**src/rtl/host_sdram_bridge_if.sv**
```systemverilog
`default_nettype none
// ============================================================================
// Module      : host_sdram_bridge_if
// Description : Bundles the host memory port and the 16-bit toggle req/ack
//               SDRAM controller port of host_sdram_bridge.
//               slave  - seen by the bridge
//               master - seen by the host/controller environment
// Ports       : host_valid/addr/wdata/wstrb -> bridge, host_ready/rdata <-
//               mem_addr/req/ds/din/we <- bridge, mem_req_ack/dout -> bridge
// Revision    : 1.0 - initial release
// ============================================================================
interface host_sdram_bridge_if #(
    parameter int HOST_W = 32,
    parameter int ADDR_W = 23
) ();
    logic                  host_valid;
    logic [ADDR_W-1:0]     host_addr;
    logic [HOST_W-1:0]     host_wdata;
    logic [HOST_W/8-1:0]   host_wstrb;
    logic                  host_ready;
    logic [HOST_W-1:0]     host_rdata;
    logic [ADDR_W-2:0]     mem_addr;
    logic                  mem_req;
    logic [1:0]            mem_ds;
    logic [15:0]           mem_din;
    logic                  mem_we;
    logic                  mem_req_ack;
    logic [15:0]           mem_dout;

    modport slave (
        input  host_valid, host_addr, host_wdata, host_wstrb, mem_req_ack, mem_dout,
        output host_ready, host_rdata, mem_addr, mem_req, mem_ds, mem_din, mem_we
    );

    modport master (
        output host_valid, host_addr, host_wdata, host_wstrb, mem_req_ack, mem_dout,
        input  host_ready, host_rdata, mem_addr, mem_req, mem_ds, mem_din, mem_we
    );
endinterface
`default_nettype wire

```
**src/rtl/host_sdram_bridge.sv**
```systemverilog
`default_nettype none
// ============================================================================
// Module      : host_sdram_bridge
// Description : Bridges a HOST_W-bit host memory port onto a 16-bit toggle
//               req/ack SDRAM controller port. Each host access is split into
//               sequential 16-bit beats; write beats with all-zero byte
//               strobes are skipped. Reads always fetch every beat.
//               Optional macro WRITE_POST_EN: writes are acknowledged to the
//               host immediately and drain in the background.
// Ports       : clk, resetn (synchronous, active-low)
//               bus (host_sdram_bridge_if.slave) - host and controller ports
// Revision    : 1.0 - initial release
// ============================================================================
module host_sdram_bridge #(
    parameter int HOST_W = 32,
    parameter int ADDR_W = 23
) (
    input  wire logic          clk,
    input  wire logic          resetn,
    host_sdram_bridge_if.slave bus
);
    localparam int c_BEATS = HOST_W / 16;
    localparam int c_IDX_W = (c_BEATS > 1) ? $clog2(c_BEATS) : 1;
    localparam int c_SW    = HOST_W / 8;
    // Word-address bits replaced by the beat index.
    localparam logic [ADDR_W-2:0] c_MASK = (ADDR_W-1)'(c_BEATS - 1);

    // A beat is issued on the transition into S_WAIT, so the request toggle
    // becomes visible the cycle after the decision; there is no separate
    // issue cycle, which keeps every beat at (ack delay + 1) cycles.
    typedef enum logic [1:0] {
        S_IDLE = 2'd0,
        S_WAIT = 2'd1,
        S_DONE = 2'd2
    } state_t;

    // Lowest beat index >= from that must be transferred; MSB = found.
    function automatic logic [c_IDX_W:0] pick_beat(input logic [c_SW-1:0] strb,
                                                   input logic rd, input int from);
        logic [c_IDX_W:0] res;
        res = '0;
        for (int j = c_BEATS - 1; j >= 0; j--) begin
            if (j >= from && (rd || strb[2*j +: 2] != 2'b00))
                res = {1'b1, c_IDX_W'(j)};
        end
        return res;
    endfunction

    state_t              r_state, w_state_n;
    logic [ADDR_W-2:0]   r_base;
    logic [HOST_W-1:0]   r_wdata;
    logic [c_SW-1:0]     r_wstrb;
    logic                r_rd;
    logic [c_IDX_W-1:0]  r_idx;
    logic [ADDR_W-2:0]   r_mem_addr;
    logic                r_req;
    logic [1:0]          r_ds;
    logic [15:0]         r_din;
    logic                r_we;
    logic                r_ready;
    logic [HOST_W-1:0]   r_rdata;

    logic                w_is_rd_in, w_acked, w_accept, w_issue, w_capture, w_ready_n;
    logic                w_posted;
    logic [c_IDX_W:0]    w_first, w_next;
    logic [ADDR_W-2:0]   w_src_base;
    logic [HOST_W-1:0]   w_src_wdata;
    logic [c_SW-1:0]     w_src_strb;
    logic                w_src_rd;
    logic [c_IDX_W-1:0]  w_src_idx;
    logic                w_unused;

    assign w_unused = &{1'b0, bus.host_addr[0]};

    always_comb begin
        w_state_n  = r_state;
        w_accept   = 1'b0;
        w_issue    = 1'b0;
        w_capture  = 1'b0;
        w_ready_n  = 1'b0;
        w_is_rd_in = (bus.host_wstrb == '0);
        w_acked    = (bus.mem_req_ack == r_req);
        w_first    = pick_beat(bus.host_wstrb, w_is_rd_in, 0);
        w_next     = pick_beat(r_wstrb, r_rd, int'(r_idx) + 1);

        case (r_state)
            S_IDLE: begin
                if (bus.host_valid) begin
                    w_accept  = 1'b1;
                    w_issue   = 1'b1;
                    w_state_n = S_WAIT;
`ifdef WRITE_POST_EN
                    w_ready_n = !w_is_rd_in;
`endif
                end
            end
            S_WAIT: begin
                if (w_acked) begin
                    w_capture = r_rd;
                    if (w_next[c_IDX_W]) begin
                        w_issue = 1'b1;
                    end else if (w_posted) begin
                        // Host already released at accept; go straight back.
                        w_state_n = S_IDLE;
                    end else begin
                        w_state_n = S_DONE;
                        w_ready_n = 1'b1;
                    end
                end
            end
            S_DONE:  w_state_n = S_IDLE;
            default: w_state_n = S_IDLE;
        endcase

        // First beat comes from the live host inputs, later beats from the
        // latched copy (host inputs may change after accept).
        if (w_accept) begin
            w_src_base  = bus.host_addr[ADDR_W-1:1] & ~c_MASK;
            w_src_wdata = bus.host_wdata;
            w_src_strb  = bus.host_wstrb;
            w_src_rd    = w_is_rd_in;
            w_src_idx   = w_first[c_IDX_W-1:0];
        end else begin
            w_src_base  = r_base;
            w_src_wdata = r_wdata;
            w_src_strb  = r_wstrb;
            w_src_rd    = r_rd;
            w_src_idx   = w_next[c_IDX_W-1:0];
        end
    end

    always_ff @(posedge clk) begin
        if (!resetn) begin
            r_state    <= S_IDLE;
            r_base     <= '0;
            r_wdata    <= '0;
            r_wstrb    <= '0;
            r_rd       <= 1'b0;
            r_idx      <= '0;
            r_mem_addr <= '0;
            r_req      <= 1'b0;
            r_ds       <= 2'b00;
            r_din      <= '0;
            r_we       <= 1'b0;
            r_ready    <= 1'b0;
            r_rdata    <= '0;
        end else begin
            r_state <= w_state_n;
            r_ready <= w_ready_n;
            if (w_accept) begin
                r_base  <= w_src_base;
                r_wdata <= bus.host_wdata;
                r_wstrb <= bus.host_wstrb;
                r_rd    <= w_is_rd_in;
            end
            if (w_issue) begin
                r_idx      <= w_src_idx;
                r_mem_addr <= w_src_base | (ADDR_W-1)'(w_src_idx);
                r_ds       <= w_src_rd ? 2'b11 : w_src_strb[2*w_src_idx +: 2];
                r_din      <= w_src_wdata[16*w_src_idx +: 16];
                r_we       <= !w_src_rd;
                r_req      <= !r_req;
            end
            if (w_capture)
                r_rdata[16*r_idx +: 16] <= bus.mem_dout;
        end
    end

`ifdef WRITE_POST_EN
    logic r_posted;
    always_ff @(posedge clk) begin
        if (!resetn)
            r_posted <= 1'b0;
        else if (w_accept)
            r_posted <= !w_is_rd_in;
    end
    assign w_posted = r_posted;
`else
    assign w_posted = 1'b0;
`endif

    assign bus.host_ready = r_ready;
    assign bus.host_rdata = r_rdata;
    assign bus.mem_addr   = r_mem_addr;
    assign bus.mem_req    = r_req;
    assign bus.mem_ds     = r_ds;
    assign bus.mem_din    = r_din;
    assign bus.mem_we     = r_we;
endmodule
`default_nettype wire

```
**src/flat_wrapper.sv**
```systemverilog
// flat-port wrapper written by rule: the top's interface ports become plain ports
module host_sdram_bridge_flat 
#(
    parameter int HOST_W = 32,
    parameter int ADDR_W = 23
)
  (clk, resetn, bus_host_valid, bus_host_addr, bus_host_wdata, bus_host_wstrb, bus_mem_req_ack, bus_mem_dout, bus_host_ready, bus_host_rdata, bus_mem_addr, bus_mem_req, bus_mem_ds, bus_mem_din, bus_mem_we);
  host_sdram_bridge_if #(.HOST_W(HOST_W), .ADDR_W(ADDR_W)) bus_i ();
  input  wire logic clk;
  input  wire logic resetn;
  input wire logic [$bits(bus_i.host_valid)-1:0] bus_host_valid;
  input wire logic [$bits(bus_i.host_addr)-1:0] bus_host_addr;
  input wire logic [$bits(bus_i.host_wdata)-1:0] bus_host_wdata;
  input wire logic [$bits(bus_i.host_wstrb)-1:0] bus_host_wstrb;
  input wire logic [$bits(bus_i.mem_req_ack)-1:0] bus_mem_req_ack;
  input wire logic [$bits(bus_i.mem_dout)-1:0] bus_mem_dout;
  output wire logic [$bits(bus_i.host_ready)-1:0] bus_host_ready;
  output wire logic [$bits(bus_i.host_rdata)-1:0] bus_host_rdata;
  output wire logic [$bits(bus_i.mem_addr)-1:0] bus_mem_addr;
  output wire logic [$bits(bus_i.mem_req)-1:0] bus_mem_req;
  output wire logic [$bits(bus_i.mem_ds)-1:0] bus_mem_ds;
  output wire logic [$bits(bus_i.mem_din)-1:0] bus_mem_din;
  output wire logic [$bits(bus_i.mem_we)-1:0] bus_mem_we;
  assign bus_i.host_valid = bus_host_valid;
  assign bus_i.host_addr = bus_host_addr;
  assign bus_i.host_wdata = bus_host_wdata;
  assign bus_i.host_wstrb = bus_host_wstrb;
  assign bus_i.mem_req_ack = bus_mem_req_ack;
  assign bus_i.mem_dout = bus_mem_dout;
  assign bus_host_ready = bus_i.host_ready;
  assign bus_host_rdata = bus_i.host_rdata;
  assign bus_mem_addr = bus_i.mem_addr;
  assign bus_mem_req = bus_i.mem_req;
  assign bus_mem_ds = bus_i.mem_ds;
  assign bus_mem_din = bus_i.mem_din;
  assign bus_mem_we = bus_i.mem_we;
  host_sdram_bridge #(.HOST_W(HOST_W), .ADDR_W(ADDR_W)) u_core (.clk(clk), .resetn(resetn), .bus(bus_i));
endmodule
```
**config.mk**
```make
export PLATFORM = sky130hd
export DESIGN_NAME = host_sdram_bridge_flat
export DESIGN_NICKNAME = d
export VERILOG_FILES = /design/src/rtl/host_sdram_bridge_if.sv /design/src/rtl/host_sdram_bridge.sv /design/src/flat_wrapper.sv
export SDC_FILE = /design/constraint.sdc
export NUM_CORES = 1
export LEC_CHECK = 0
export ABC_AREA = 1
export CORE_MARGIN = 5
export CORE_UTILIZATION = 30
export DETAILED_ROUTE_END_ITERATION = 6
export PLACE_DENSITY = 0.59
export SLEW_MARGIN = 20
export SYNTH_ARGS = -nofsm -noshare
export SYNTH_HDL_FRONTEND = slang
export SYNTH_SLANG_ARGS = --single-unit
```
**constraint.sdc**
```tcl
create_clock -name clk -period 1.8 [get_ports clk]
set_input_delay 0.27 -clock clk [delete_from_list [all_inputs] [get_ports clk]]
set_output_delay 0.27 -clock clk [all_outputs]
set_load 0.05 [all_outputs]
```
==> results.cfg, run 1 <==
[status]
status = completed

[cts]
cts_max_path_buffers = 2
clkTransAtPathRegs_ns = 0.06
cts_tree = built
clock_sinks = 136
clockRootBuffer = clkbuf_16
cts-resized-gates = 53
insertion_delay_ns = 0.42
hold_buffers = 0
htreeDepth = 4
cts-buffers-inserted = 17
cts_setup_buffers = 0

[floorplanning]
rows = 49
die_y_um = 145
die_w_um = 145
die_area_mm2 = 0.0210
ios = 154
start_util = 0.304
core-area_mm2 = 0.0179

[sta]
setup_viol = 0
finClkSkew_ns = 0.0224
period_share = 0.884
hold_viol = 0
fin_crit_ns = 1.59
grt_setup_unrepaired = no
achievable-frequency_ghz = 0.628
tightest_slew_ns = 0.527
maxSlewHeadroom = 0.650
slew_viol_final = 0
fin_setup_tns_ns = 0

[finish]
nNetsFinal = 1011
area_growth_pct = 49.9
antenna_cells = 0
nFillCells = 1797
drive_above_1_share = 0.130
instances_no_fill = 1174

[drt]
drc = 0
initialDrtViolationCount = 180
wl_mm = 15.1
dr_total_vias = 5177
avgRoutedWirePerCell_um = 12.9
ant_nets = 0
vias_per_cell = 4.41
first_pass_iters = 4

[synth]
yosysSeqAreaShare = 0.500
synth_top_cell_area_share = 0.500
synth.most_common_cell = nand2_1
synth_cell_types = 22
synth-simple-area-share = 0.289
yosys.area_share.adder = 0
yosys_register_bits = 136
synth_area_mm2 = 0.00545
synthTopCellsByCount = nand2_1 (215), dfxtp_1 (136), nor2_1 (91)
synth_top_family_by_area = simple AND/OR/NAND/NOR gates
syn-num-nets = 828
ys.flop_type = dfxtp_1
synth-xor-area-share = 0
netlist_instances = 749
synth_warnings = 0
avgSynthCellArea_um2 = 7.27
synth-edff-count = 0
synth_compound_area_frac = 0.136
synthMuxAreaShare = 0
synth.area.top_cells = dfxtp_1 (50%), nand2_1 (15%), a21oi_1 (8.3%)
synth_top_area_cell = dfxtp_1
async_flop_share = 0

[setup_path]
critical_path_peak_fanout = 2
path_buf_inv = 1
arrival_ns = 1.32
critPathKind = register to output port
endpoint_kind = output port
cpPeakStageDelay_ns = 0.54
worst_path_max_delay_cell = dlygate4sd2_1
path_delay_family = buffers and inverters
start_kind = register
crit_path_cell_trace = dlygate4sd2_1
crit_required_ns = 1.53

[placed_design]
portBuffers = 151
dpl.cell_count = 1142
place_congestion = 0.749
dpl.hpwl_mm = 10.6

[grt]
globalRouteOverflowTotal = 0
grt_max_degree = 42
grt_pass1_vias = 4726
grtUsageTotal = 0.146
grt_pass1_wl_mm = 24.1
antenna_found_initial = 0

[worst_hold_path]
hold_class = input pin to register

[power_and_ir_drop]
ir_drop_v = 0.000672
power_density_mw_per_mm2 = 1150
leakage_nw = 3.82

[job]
drv_cap = 0
layout make-up:
| cell class | instances | area [um^2] | share of cell area |
|---|---|---|---|
| Clock inverter | 12 | 269 | 0.0330 |
| Sequential cell | 136 | 2720 | 0.333 |
| Multi-Input combinational cell | 521 | 2310 | 0.283 |
| Tap cell | 229 | 287 | 0.0351 |
| Inverter | 45 | 169 | 0.0207 |
| Clock buffer | 20 | 457 | 0.0559 |
| Timing Repair Buffer | 211 | 1950 | 0.239 |
registers in the layout (all words and copies together) (netlist names):
signal / count
u_core.bus.host_rdata: 32
u_core.bus.host_ready: 1
u_core.bus.mem_addr: 22
u_core.bus.mem_din: 16
u_core.bus.mem_ds: 2
u_core.bus.mem_req: 1
u_core.bus.mem_we: 1
u_core.r_base: 21
u_core.r_idx: 1
u_core.r_rd: 1
u_core.r_state: 2
u_core.r_wdata: 32
u_core.r_wstrb: 4
worst reg2reg max path, stage by stage (launching register included):
cell and delay [ns]:
dfxtp_1 0.41, nor2_4 0.07, nand2_2 0.09, clkinv_1 0.18
buf_4 0.21, nand2_1 0.10, nand2_1 0.08, nand2_1 0.07
nand2_1 0.05, nor2_1 0.09, nor2_1 0.04
layer usage:
| metal | up-vias | part of all wire | GRT usage |
|---|---|---|---|
| met2 | 121 | 0.43 | 0.219 |
| met1 | 2280 | 0.50 | 0.205 |
| met3 | 9 | 0.054 | 0.0411 |
| li1 | 2767 | - | - |
| met5 | - | 0 | 0 |
| met4 | 0 | 0.0081 | 0.0412 |
cells in the final DEF (no fill, tap or decap), drive strengths merged:
cell           netlist  layout
o21ai               55      55
dlygate4sd2          0      53
a31oi                1       1
clkinv               2       3
clkinvlp             0       2
nand3               41      41
o21a                 1       1
nand2              219     219
inv                 43      44
bufinv               0       8
nand4                3       3
nor2                93      93
nand3b              18      18
clkbuf              23      20
dfxtp              136     136
a21oi               90      90
clkdlybuf4s50        0      75
buf                 24      83
worst paths after layout:
path / to / startpoint / cells past startpoint / slack (ns)
max: bus_mem_din[7] / u_core.bus.mem_din[7] / 1 / 0.21
min: u_core.bus.mem_addr[6] / resetn / 3 / 0.32
max reg2reg: u_core.bus.mem_din[3] / u_core.r_state[1] / 10 / 0.30
min reg2reg: u_core.bus.host_rdata[8] / u_core.bus.host_rdata[8] / 2 / 0.44
stage by stage:
step | hold slack [ns] | total power [mW] | utilization | setup WS [ns] | area [um^2]
after floorplan | 0.435 | 4.50 | - | 0.101 | 5450
after global placement | 0.430 | 5.22 | 0.419 | 0.0327 | 7500
after detailed placement | 0.433 | 5.23 | 0.419 | 0.0326 | 7500
after CTS | 0.308 | 9.48 | 0.456 | 0.183 | 8160
after global routing | 0.346 | 9.79 | 0.456 | 0.112 | 8160
final | 0.317 | 9.35 | 0.456 | 0.209 | 8160
logic make-up (layout without fill, tap and decap cells):
family	count (synthesis)	in the layout
and+or+nand+nor	374	374
AOI/OAI and AO/OA	147	147
DFF	136	136
buffers and inverters	92	288
power by group:
part           switching [mW]  internal (mW)  leakage (nW)  total (mW)
clock network            1.30           2.95         0.346        4.25
logic                    1.11          0.682          2.36        1.79
registers              0.0872           3.23          1.11        3.31
total                    2.50           6.86          3.82        9.35
(Power assumes the default switching activity.)
==> inputs of run 2 (changes only) <==
Settings changed: CTS_CLUSTER_DIAMETER set to 50, PLACE_DENSITY 0.59 to 0.53.
==> run 2 against run 1 <==
  * Clock-buffer cell count grew 1
  * Largest cell class unchanged
  * Highest routed layer unchanged
  * Final area shrank 1.2%
  * Register-to-register slack about the same
  * Routed wire length increased by 2.3%
  * Critical path type unchanged
  * Core utilization fell by 0.53 points
  * Worst hold slack gained 0.0085 ns
  * Clock skew fell by 0.0084 ns
  * Critical endpoint is now bus_mem_din[6]
  * Cell count is 0.17% lower
  * First-iteration DRC count grew 61%
==> results.cfg, run 2 (synthesis gave the netlist of run 1 again) <==
[setup_path]
critical_path_peak_fanout = 2
arrival_ns = 1.32
reg2reg_from = u_core.r_state[1]
crit_required_ns = 1.53
path_buf_inv = 1
critPathKind = register to output port
crit_path_cell_trace = dlygate4sd2_1
path_delay_family = buffers and inverters
worst_path_max_delay_cell = dlygate4sd2_1
startpoint = u_core.bus.mem_din[6]
start_kind = register
endpoint_kind = output port
cpPeakStageDelay_ns = 0.55

[placed_design]
place_congestion = 0.766
dpl.hpwl_mm = 10.8
portBuffers = 151
dp_slack_ns = -0.00511

[drt]
drc = 0
vias_per_cell = 4.38
ant_nets = 0
dr_total_vias = 5139
avgRoutedWirePerCell_um = 13.2
initialDrtViolationCount = 290
first_pass_iters = 4
wl_mm = 15.5

[power_and_ir_drop]
seq_power_share = 0.380
power_density_mw_per_mm2 = 1080
ir_drop_v = 0.000638
leakage_nw = 3.78
p_clk_frac = 0.414
internal_power_mw = 6.21
switching_share = 0.289
combinationalPowerShare = 0.205
p_switching_mw = 2.52

[sta]
slew_viol_final = 0
fin_setup_tns_ns = 0
tightest_slew_ns = 0.539
finClkSkew_ns = 0.0140
achievable-frequency_ghz = 0.628
hold_viol = 0
period_share = 0.884
setup_viol = 0
fin_ws_ns = 0.208
maxSlewHeadroom = 0.642
fin_crit_ns = 1.59
grt_setup_unrepaired = no

[floorplanning]
die_w_um = 145
rows = 49
ios = 154
die_y_um = 145
die_area_mm2 = 0.0210
core-area_mm2 = 0.0179
start_util = 0.304

[cts]
cts-buffers-inserted = 17
clock_sinks = 136
cts_max_path_buffers = 2
cts_tree = built
htreeDepth = 4
clkTransAtPathRegs_ns = 0.06
insertion_delay_ns = 0.42
clockRootBuffer = clkbuf_16

[grt]
grt_pass1_wl_mm = 25.0
antenna_found_initial = 0
globalRouteOverflowTotal = 0
grtUsageTotal = 0.151
grt_max_degree = 61
grt_pass1_vias = 4814

[finish]
area_growth_pct = 48.1
layout_common_cells = nand2_1 (215), dfxtp_1 (136), nor2_1 (91)
final_common_cell = nand2_1
nFillCells = 1853
nNetsFinal = 1010
antenna_cells = 0
drive_above_1_share = 0.128

[worst_hold_path]
hold_start = resetn
hold_class = input pin to register

[job]
drv_cap = 0

[status]
status = completed
==> run 2: cell types whose count changed in the layout (fill, tap and decap cells not counted) <==
cell        previous run  this run
buf_4                 73        70
clkinvlp_4             2         1
clkinv_4               1         2
clkinv_2               1         2
clkbuf_8               2         3
bufinv_16              8         3
buf_12                 9        11
inv_6                  0         2
==> run 2: path summary, 6_finish.rpt <==
| path | endpoint | slack (ns) | depth (start not counted) |
|---|---|---|---|
| setup / recovery | bus_mem_din[6] | 0.21 | 1 |
| hold / removal | u_core.bus.host_rdata[23] | 0.33 | 3 |
| setup reg to reg | u_core.bus.mem_din[2] | 0.30 | 9 |
| hold reg to reg | u_core.bus.host_rdata[0] | 0.44 | 2 |
==> run 2: final cells by class <==
type                       instances  area [um^2]  share of cell area
multi-input combinational        521         2310               0.287
inverter                          45          169              0.0209
tap                              229          287              0.0355
sequential                       136         2720               0.337
timing repair buffer             210         1970               0.244
clock buffer                      21          470              0.0583
clock inverter                    10          143              0.0177
==> run 2: what timing repair did <==
action                     CTS  global route
setup endpoints to repair   53             0
hold buffers                 0             0
gates resized for setup     53             0
buffers inserted             0             0
==> run 2: through the flow <==
stage / cells / power (mW) / instance area [um^2] / hold slack (ns) / utilization
after detailed placement: 1141 / 5.25 / 7520 / 0.435 / 0.420
after global routing: 1172 / 9.18 / 8070 / 0.346 / 0.451
final: 1172 / 8.72 / 8070 / 0.325 / 0.451
after global placement: 1141 / 5.24 / 7520 / 0.432 / 0.420
after CTS: 1172 / 8.87 / 8070 / 0.309 / 0.451
after floorplan: 749 / 4.50 / 5450 / 0.435 / -
==> run 2: power groups by stage <==
stage / logic [mW] / clock network (mW) / registers [mW]
final: 1.79 / 3.61 / 3.32
after global routing: 1.98 / 3.86 / 3.34
after CTS: 1.82 / 3.73 / 3.32
after detailed placement: 1.86 / 0 / 3.39
after global placement: 1.85 / 0 / 3.39
after floorplan: 0.740 / 0 / 3.76
==> run 2: metal layers <==
metal,vias to the layer above,track usage,part of all wire
li1,2762,-,-
met1,2249,0.204,0.49
met2,116,0.238,0.44
met3,12,0.0414,0.063
met4,0,0.0412,0.0082
met5,-,0,0
==> inputs of run 3 (changes only) <==
Settings changed: CORE_MARGIN 5 to 8.
==> run 3 against run 2 <==
  * Worst hold slack worse by 0.020 ns
  * First-iteration DRC count down 6.9%
  * Sequential share of layout area up 0.74 points
  * Routed wire length up 3.6%
  * Cell count down 2.0%
  * Fmax up 1.8%
  * Via count down 1.4%
  * Clock power up 4%
  * Worst setup slack better by 0.027 ns
  * Largest cell class unchanged
  * Largest power group unchanged
==> results.cfg, run 3 (synthesis gave the netlist of run 1 again) <==
[cts]
clock_sinks = 136
cts_tree = built
clockRootBuffer = clkbuf_16
cts_max_path_buffers = 2
insertion_delay_ns = 0.41
htreeDepth = 4
clkTransAtPathRegs_ns = 0.06
cts-buffers-inserted = 17
cts_setup_buffers = 0

[grt]
grtUsageTotal = 0.143
grt_pass1_vias = 4795
grt_pass1_wl_mm = 25.2
antenna_found_initial = 0
grt_max_degree = 50
globalRouteOverflowTotal = 0

[setup_path]
path_delay_family = buffers and inverters
cpPeakStageDelay_ns = 0.54
path_buf_inv = 1
critPathKind = register to output port
crit_required_ns = 1.53
reg2reg_from = u_core.r_state[1]
crit_path_cell_trace = dlygate4sd2_1
arrival_ns = 1.29
startpoint = u_core.bus.mem_din[6]
worst_path_max_delay_cell = dlygate4sd2_1
start_kind = register
r2r_cells = 9
critical_path_peak_fanout = 2
cp.depth = 1
endpoint_kind = output port

[sta]
fin_setup_tns_ns = 0
setup_viol = 0
slew_viol_final = 0
achievable-frequency_ghz = 0.639
hold_slack_ns = 0.306
tightest_slew_ns = 0.515
hold_viol = 0
period_share = 0.869
maxSlewHeadroom = 0.658
fin_ws_ns = 0.236
finClkSkew_ns = 0.00814
fin_crit_ns = 1.56
grt_setup_unrepaired = no

[drt]
dr_total_vias = 5067
initialDrtViolationCount = 270
ant_nets = 0
drc = 0
top_layer = met4
vias_per_cell = 4.41
wl_met1_mm = 7.87
avgRoutedWirePerCell_um = 14.0
first_pass_iters = 4
wl_met3_mm = 1.01
dr_wl_met2_mm = 7.03
wl_mm = 16.1

[placed_design]
dpl.cell_count = 1117
place_congestion = 0.738
dp_slack_ns = 0.00403
portBuffers = 151
place_area_mm2 = 0.00732
dpl.hpwl_mm = 11.1

[job]
drv_cap = 0

[floorplanning]
ios = 154
die_w_um = 151
rows = 49
die_area_mm2 = 0.0227
core-area_mm2 = 0.0179
start_util = 0.304
die_y_um = 151

[worst_hold_path]
hold_start = resetn
min_path_cells = 3
hold_class = input pin to register

[power_and_ir_drop]
leakage_nw = 3.66
ir_drop_v = 0.000705
finalPower_mw = 8.81
power_density_mw_per_mm2 = 1120

[finish]
final_common_cell = nand2_1
nNetsFinal = 986
fin_util = 0.441
layout_common_cells = nand2_1 (215), dfxtp_1 (136), nor2_1 (91)
nFillCells = 1885
drive_above_1_share = 0.111
area_growth_pct = 44.9
fin_area_mm2 = 0.00790
instances_no_fill = 1149
antenna_cells = 0

[status]
status = completed
[run 3: changes by cell type in the layout (fill, tap and decap cells not counted)]
cell / previous run / this run
buf_4: 70 / 50
clkbuf_1: 1 / 0
clkinvlp_4: 1 / 5
clkinv_2: 2 / 1
buf_12: 11 / 10
bufinv_16: 3 / 4
dlygate4sd2_1: 53 / 50
clkbuf_8: 3 / 1
[run 3: where the power goes]
part,leakage (nW),switching [mW],internal (mW)
Sequential,1.11,0.0876,3.23
Clock,0.295,1.38,2.36
Combinational,2.25,1.10,0.650
[run 3: worst paths after layout]
check                                                  to  slack, ns
worst min register to register  u_core.bus.host_rdata[22]       0.44
worst min-delay path               u_core.bus.mem_din[15]       0.31
worst max-delay path                       bus_mem_din[6]       0.24
worst max register to register      u_core.bus.mem_din[1]       0.30
[run 3: cell type report]
type	count	area [um^2]	area share
Clock buffer	18	439	0.0556
Clock inverter	14	198	0.0250
Inverter	45	169	0.0214
Multi-Input combinational cell	521	2310	0.293
Sequential cell	136	2720	0.345
Tap cell	229	287	0.0363
Timing Repair Buffer	186	1770	0.224
[run 3: metal layers]
metal,vias to the layer above,global-route usage
met1,2218,0.188
met3,13,0.0433
li1,2717,-
met4,0,0.0475
met5,-,0
met2,119,0.217
[run 3: timing repair]
action	4_1_cts	5_1_grt
setup endpoints to repair	50	0
endpoints found under the hold margin	0	0
gates resized for setup	50	0
hold buffers	0	0
